===== src/rtl/mult_div_pkg.sv =====
// Shared definitions for the iterative multiply/divide unit: op encodings,
// FSM states and the iteration counter width.
package mult_div_pkg;

    typedef enum logic [1:0] {
        OP_MULT  = 2'b00,
        OP_MULTU = 2'b01,
        OP_DIV   = 2'b10,
        OP_DIVU  = 2'b11
    } op_e;

    typedef enum logic [1:0] {
        S_IDLE = 2'b00,
        S_RUN  = 2'b01,
        S_FIX  = 2'b10
    } state_e;

    // Must hold the value DATA_WIDTH itself, hence one bit above log2.
    function automatic int cnt_width(input int w);
        return $clog2(w) + 1;
    endfunction

endpackage


===== src/rtl/mult_div_unit.sv =====
// Iterative HI/LO multiply/divide unit: one bit per cycle on magnitudes,
// sign correction in a final cycle, fixed DATA_WIDTH+1 cycle latency.
//
// state | meaning
// IDLE  | waiting for start; mthi/mtlo writes allowed
// RUN   | DATA_WIDTH shift-add / restoring shift-subtract iterations
// FIX   | sign correction, hi/lo write, done pulse on the way out
module mult_div_unit
    import mult_div_pkg::*;
#(
    parameter int DATA_WIDTH = 32
) (
    input  logic                  clk,
    input  logic                  reset,
    input  logic                  start,
    input  logic [1:0]            op,
    input  logic [DATA_WIDTH-1:0] A,
    input  logic [DATA_WIDTH-1:0] B,
    input  logic                  flush,
    input  logic                  mthi,
    input  logic                  mtlo,
    input  logic [DATA_WIDTH-1:0] mt_data,
    output logic [DATA_WIDTH-1:0] hi,
    output logic [DATA_WIDTH-1:0] lo,
    output logic                  busy,
    output logic                  done,
    output logic                  div_zero
);

    localparam int W  = DATA_WIDTH;
    localparam int CW = cnt_width(DATA_WIDTH);
    localparam logic [CW-1:0] CNT_LOAD = CW'(W);
    localparam logic [CW-1:0] CNT_ONE  = {{(CW-1){1'b0}}, 1'b1};

    state_e        state_q, state_d;
    logic [CW-1:0] cnt_q, cnt_d;
    logic [W-1:0]  acc_q, acc_d;
    logic [W-1:0]  qr_q, qr_d;
    logic [W-1:0]  opnd_q, opnd_d;
    logic          is_div_q, is_div_d;
    logic          neg_q, neg_d;
    logic          neg_rem_q, neg_rem_d;
    logic          dz_q, dz_d;
    logic [W-1:0]  hi_q, hi_d;
    logic [W-1:0]  lo_q, lo_d;
    logic          done_q, done_d;
    logic          div_zero_q, div_zero_d;

    op_e           op_sel;
    logic          op_signed;
    logic          op_div;
    logic [W-1:0]  a_abs;
    logic [W-1:0]  b_abs;
    logic [W:0]    mul_sum;
    logic [W:0]    div_shift;
    logic          div_ge;
    logic [W-1:0]  div_sub;

    assign op_sel    = op_e'(op);
    assign op_signed = (op_sel == OP_MULT) || (op_sel == OP_DIV);
    assign op_div    = (op_sel == OP_DIV) || (op_sel == OP_DIVU);
    assign a_abs     = (op_signed && A[W-1]) ? -A : A;
    assign b_abs     = (op_signed && B[W-1]) ? -B : B;

    // acc:qr forms the shifting product (multiply) or remainder:dividend/quotient (divide)
    assign mul_sum   = {1'b0, acc_q} + (qr_q[0] ? {1'b0, opnd_q} : '0);
    assign div_shift = {acc_q, qr_q[W-1]};
    assign div_ge    = div_shift >= {1'b0, opnd_q};
    assign div_sub   = div_shift[W-1:0] - opnd_q;

    always_comb begin
        state_d    = state_q;
        cnt_d      = cnt_q;
        acc_d      = acc_q;
        qr_d       = qr_q;
        opnd_d     = opnd_q;
        is_div_d   = is_div_q;
        neg_d      = neg_q;
        neg_rem_d  = neg_rem_q;
        dz_d       = dz_q;
        hi_d       = hi_q;
        lo_d       = lo_q;
        done_d     = 1'b0;
        div_zero_d = 1'b0;

        unique case (state_q)
            S_IDLE: begin
                if (mthi) hi_d = mt_data;
                if (mtlo) lo_d = mt_data;
                if (start && !flush) begin
                    state_d   = S_RUN;
                    cnt_d     = CNT_LOAD;
                    acc_d     = '0;
                    is_div_d  = op_div;
                    qr_d      = op_div ? a_abs : b_abs;
                    opnd_d    = op_div ? b_abs : a_abs;
                    neg_d     = op_signed && (A[W-1] ^ B[W-1]);
                    neg_rem_d = op_signed && A[W-1];
                    dz_d      = op_div && (B == '0);
                end
            end
            S_RUN: begin
                if (flush) begin
                    state_d = S_IDLE;
                    cnt_d   = '0;
                end else begin
                    cnt_d = cnt_q - CNT_ONE;
                    if (cnt_q == CNT_ONE) state_d = S_FIX;
                    if (is_div_q) begin
                        acc_d = div_ge ? div_sub : div_shift[W-1:0];
                        qr_d  = {qr_q[W-2:0], div_ge};
                    end else begin
                        acc_d = mul_sum[W:1];
                        qr_d  = {mul_sum[0], qr_q[W-1:1]};
                    end
                end
            end
            S_FIX: begin
                state_d = S_IDLE;
                if (!flush) begin
                    done_d     = 1'b1;
                    div_zero_d = dz_q;
                    if (is_div_q) begin
                        // Divide by zero leaves |A| in acc, so the remainder path restores A.
                        hi_d = neg_rem_q ? -acc_q : acc_q;
                        lo_d = dz_q ? '1 : (neg_q ? -qr_q : qr_q);
                    end else begin
                        {hi_d, lo_d} = neg_q ? -{acc_q, qr_q} : {acc_q, qr_q};
                    end
                end
            end
            default: state_d = S_IDLE;
        endcase
    end

    always_ff @(posedge clk or negedge reset) begin
        if (!reset) begin
            state_q    <= S_IDLE;
            cnt_q      <= '0;
            acc_q      <= '0;
            qr_q       <= '0;
            opnd_q     <= '0;
            is_div_q   <= 1'b0;
            neg_q      <= 1'b0;
            neg_rem_q  <= 1'b0;
            dz_q       <= 1'b0;
            hi_q       <= '0;
            lo_q       <= '0;
            done_q     <= 1'b0;
            div_zero_q <= 1'b0;
        end else begin
            state_q    <= state_d;
            cnt_q      <= cnt_d;
            acc_q      <= acc_d;
            qr_q       <= qr_d;
            opnd_q     <= opnd_d;
            is_div_q   <= is_div_d;
            neg_q      <= neg_d;
            neg_rem_q  <= neg_rem_d;
            dz_q       <= dz_d;
            hi_q       <= hi_d;
            lo_q       <= lo_d;
            done_q     <= done_d;
            div_zero_q <= div_zero_d;
        end
    end

    assign hi       = hi_q;
    assign lo       = lo_q;
    assign busy     = (state_q != S_IDLE);
    assign done     = done_q;
    assign div_zero = div_zero_q;

endmodule


===== config.mk =====
export PLATFORM = sky130hd
export DESIGN_NAME = mult_div_unit
export DESIGN_NICKNAME = d
export VERILOG_FILES = /design/src/rtl/mult_div_pkg.sv /design/src/rtl/mult_div_unit.sv
export SDC_FILE = /design/constraint.sdc
export NUM_CORES = 1
export LEC_CHECK = 0
export CAP_MARGIN = 20
export CORE_ASPECT_RATIO = 0.8
export CORE_MARGIN = 2
export CORE_UTILIZATION = 61
export CTS_CLUSTER_DIAMETER = 150
export DETAILED_ROUTE_END_ITERATION = 10
export GPL_TIMING_DRIVEN = 0
export PLACE_DENSITY = 0.85
export SLEW_MARGIN = 10
export SYNTH_ARGS = -nofsm -noshare
export SYNTH_HDL_FRONTEND = slang
export SYNTH_SLANG_ARGS = --single-unit

===== constraint.sdc =====
create_clock -name clk -period 8.74 [get_ports clk]
set_input_delay 2.185 -clock clk [delete_from_list [all_inputs] [get_ports clk]]
set_output_delay 2.185 -clock clk [all_outputs]
set_load 0.005 [all_outputs]

==> results.sh <==
export IMPL_outcome="finished clean"
export IMPL_hold_viol_final=0
export IMPL_grt_met3_usage=0.148
export IMPL_cts_buffer_depth=2
export IMPL_crit_fanout=6
export IMPL_period_share=0.616
export IMPL_place_inst=2481
export IMPL_finalCriticalPeriod_ns=5.38
export IMPL_gp_congestion=1.00
export IMPL_arrival_ns=5.71
export IMPL_cp_end_kind="flop"
export IMPL_clkLatencyLatePin_ns=0.47
export IMPL_core_area_mm2=0.0243
export IMPL_antenna_cells=0
export IMPL_hold_path_depth=2
export IMPL_mostFrequentLayoutCell="nor2_1"
export IMPL_slew_headroom=0.203
export IMPL_grt_max_degree=91
export IMPL_cts_root_buf="clkbuf_16"
export IMPL_report_final_slew_viol_count=0
export IMPL_n_fill_cell=1890
export IMPL_die_h_um=145
export IMPL_gr_max_usage_layer="met2"
export IMPL_layout_common_cells="nor2_1 (211), a21oi_1 (209), nand2_1 (199), o21ai_0 (199), dfrtp_1 (174)"
export IMPL_wl_per_cell_um=23.5
export IMPL_powerDensity_mw_per_mm2=312
export IMPL_fp_dieW_um=180
export IMPL_io_pins=171
export IMPL_cp_required_ns=9.06
export IMPL_ys_flop_type="dfrtp_1"
export IMPL_timing_hold_ws_ns=0.486
export IMPL_critPathKind="in2reg"
export IMPL_grt_pass1_vias=16000
export IMPL_rsz0062_at_grt="false"
export IMPL_r2r_start="qr_q[0]$_DFFE_PN0P_"
export IMPL_drt_first_pass_iters=6
export IMPL_ys_seq_area_frac=0.288
export IMPL_gr_usage_met1=0.587
export IMPL_finalNonFillerCells=2513
export IMPL_via_per_inst=6.79
export IMPL_cts_buffers=17
export IMPL_min_path_type="reg2reg"
export IMPL_dp_hpwl_mm=46.0
export IMPL_holdPathEnd="lo[17]$_DFFE_PN0P_"
export IMPL_p_leak_nw=7.41
export IMPL_synth_distinct_cells=72
export IMPL_ys_warn_count=0
export IMPL_worst_pin_slew_ns=1.19
export IMPL_syn_area_mm2=0.0151
export IMPL_clk_pin_slew_ns=0.10
export IMPL_num_rows=51
export IMPL_cts_sinks=174
export IMPL_overflow=0
export IMPL_antenna_found_initial=1
export IMPL_synth_seq_cells=174
export IMPL_cap_violations=0
export IMPL_synth_top_area_frac=0.288
export IMPL_first_iter_violations=2434
export IMPL_portBuffers=169
export IMPL_synth_async_reset_ratio=1.00
export IMPL_clock_skew_final_ns=0.0197
export IMPL_placed_area_mm2=0.0172
export IMPL_h_tree_depth=4
export IMPL_finalSetupViolCount=0
export IMPL_drive_above_1_share=0.0287
export IMPL_antenna_left=0
export IMPL_nets=2358
export IMPL_ctsResizeCount=0
export IMPL_cts_hold_buf=0
export IMPL_cts_tree="done"
export IMPL_fin_util=0.735
export IMPL_avgSynthCellArea_um2=7.59
export IMPL_cts_setup_buffers=0
export IMPL_via_count=17100
export IMPL_route_detailed_drc=0
export IMPL_cp_start_kind="primary input"
export IMPL_synthTopCellsByArea="dfrtp_1 (29%), a21oi_1 (6.9%), o21ai_0 (6.6%), xnor2_1 (6.1%), ha_1 (5.8%)"
export IMPL_peakVddDrop_mv=0.190
export IMPL_grt_first_pass_wirelength_mm=90.3
export IMPL_dieArea_mm2=0.0261
export IMPL_met2_usage=0.651
export IMPL_place_ws_ns=3.07
export IMPL_grt_usage=0.447
export IMPL_fmax_mhz=186
export IMPL_syn_inst=1992
export IMPL_reg2reg_depth=14
export IMPL_reg2reg_slack_ns=3.71
export IMPL_setup_ws_ns=3.36
export IMPL_hp_start="lo[17]$_DFFE_PN0P_"
export IMPL_synth_edf_count=0
export IMPL_fin_area_mm2=0.0179
export IMPL_routed_wl_mm=59.2
export IMPL_yosysTopAreaCell="dfrtp_1"
export IMPL_synth_nets=2168
export IMPL_area_growth_pct=18.3
export IMPL_r2r_end="acc_q[28]$_DFFE_PN0P_"
export IMPL_initial_core_util=0.622
worst max path at each step:
stage	from	end	slack, ns	depth (start not counted)
final	A[0]	qr_q[27]$_DFFE_PN0P_	3.36	11
after global routing	A[0]	qr_q[27]$_DFFE_PN0P_	3.22	11
after CTS	A[0]	opnd_q[25]$_DFFE_PN0P_	3.52	11
after detailed placement	A[0]	opnd_q[25]$_DFFE_PN0P_	3.07	11
after global placement	reset	acc_q[6]$_DFFE_PN0P_	-1.63	1
after floorplan	A[8]	opnd_q[23]$_DFFE_PN0P_	4.20	9
area by class of cell:
type                    instances  area, µm²  share of cell area
plain buffers                 128        490              0.0274
clock buffers                  17        425              0.0238
clock inverters                15        214              0.0120
inverters                      74        278              0.0155
multi-input cells            1616       9990               0.559
flip-flops and latches        174       4350               0.244
well taps                     318        398              0.0223
repair buffers                171       1730              0.0966
synthesized netlist by cell type (8+ instances only):
cell,count
mux2i_1,52
xnor2_1,105
nor4_1,18
a22oi_1,18
a211oi_1,19
or4_1,16
and3_1,17
ha_1,70
a21oi_1,209
or3_1,26
buf_1,13
a31oi_1,20
o211ai_1,23
dfrtp_1,174
o22ai_1,37
nor3_1,48
inv_1,74
nand2_1,199
nand4_1,8
nand3_1,43
clkbuf_1,109
a21o_1,28
o41ai_1,15
nand2b_1,19
nor2_1,211
xor2_1,59
o31ai_1,29
o21ai_0,199
nor2b_1,14
kinds of logic (layout without fill, tap and decap cells):
kind of cell,count (synthesis),count (layout),share of synthesized area
compound gates,667,667,0.265
xor+xnor,164,164,0.0950
fa+ha+maj,72,72,0.0606
buf+inv,202,405,0.0508
flops,174,174,0.288
mux,57,57,0.0382
simple gates,656,656,0.202
where the power goes:
group | switching, W | internal (W) | leakage (nW)
Combinational | 0.00201 | 0.00132 | 4.97
Sequential | 0.000348 | 0.00106 | 2.13
Clock | 0.000439 | 0.000401 | 0.305
flip-flops by register name (all words and copies together) (netlist names):
register and flops:
state_q 2, hi 32, neg_rem_q 1, dz_q 1, is_div_q 1, lo 32, cnt_q 6, acc_q 32
qr_q 32, opnd_q 32, neg_q 1, done 1, div_zero 1
metal layers:
metal | up-vias | wire length, µm
li1 | 7573 | -
met1 | 7892 | 22700
met2 | 1359 | 24400
met3 | 249 | 8510
met4 | 2 | 3600
met5 | - | 13
worst max-delay path, stage by stage:
cell and delay [ns]:
clkdlybuf4s50_1 0.51, or4_1 0.57, nor3_1 0.58, nand3_1 0.24, or4_1 0.45, clkbuf_1 0.19
o21ai_0 0.25, xor2_1 0.30, nor2_1 0.07, a21oi_1 0.25, o21ai_0 0.11
per-stage QoR:
step	setup TNS, ns	total power, W
after floorplan	0	0.00349
after global placement	-279.95	0.00446
after detailed placement	0	0.00456
after global routing	0	0.00587
final	0	0.00557
after CTS	0	0.00542
Note: power is estimated with default switching activity, not from simulation.
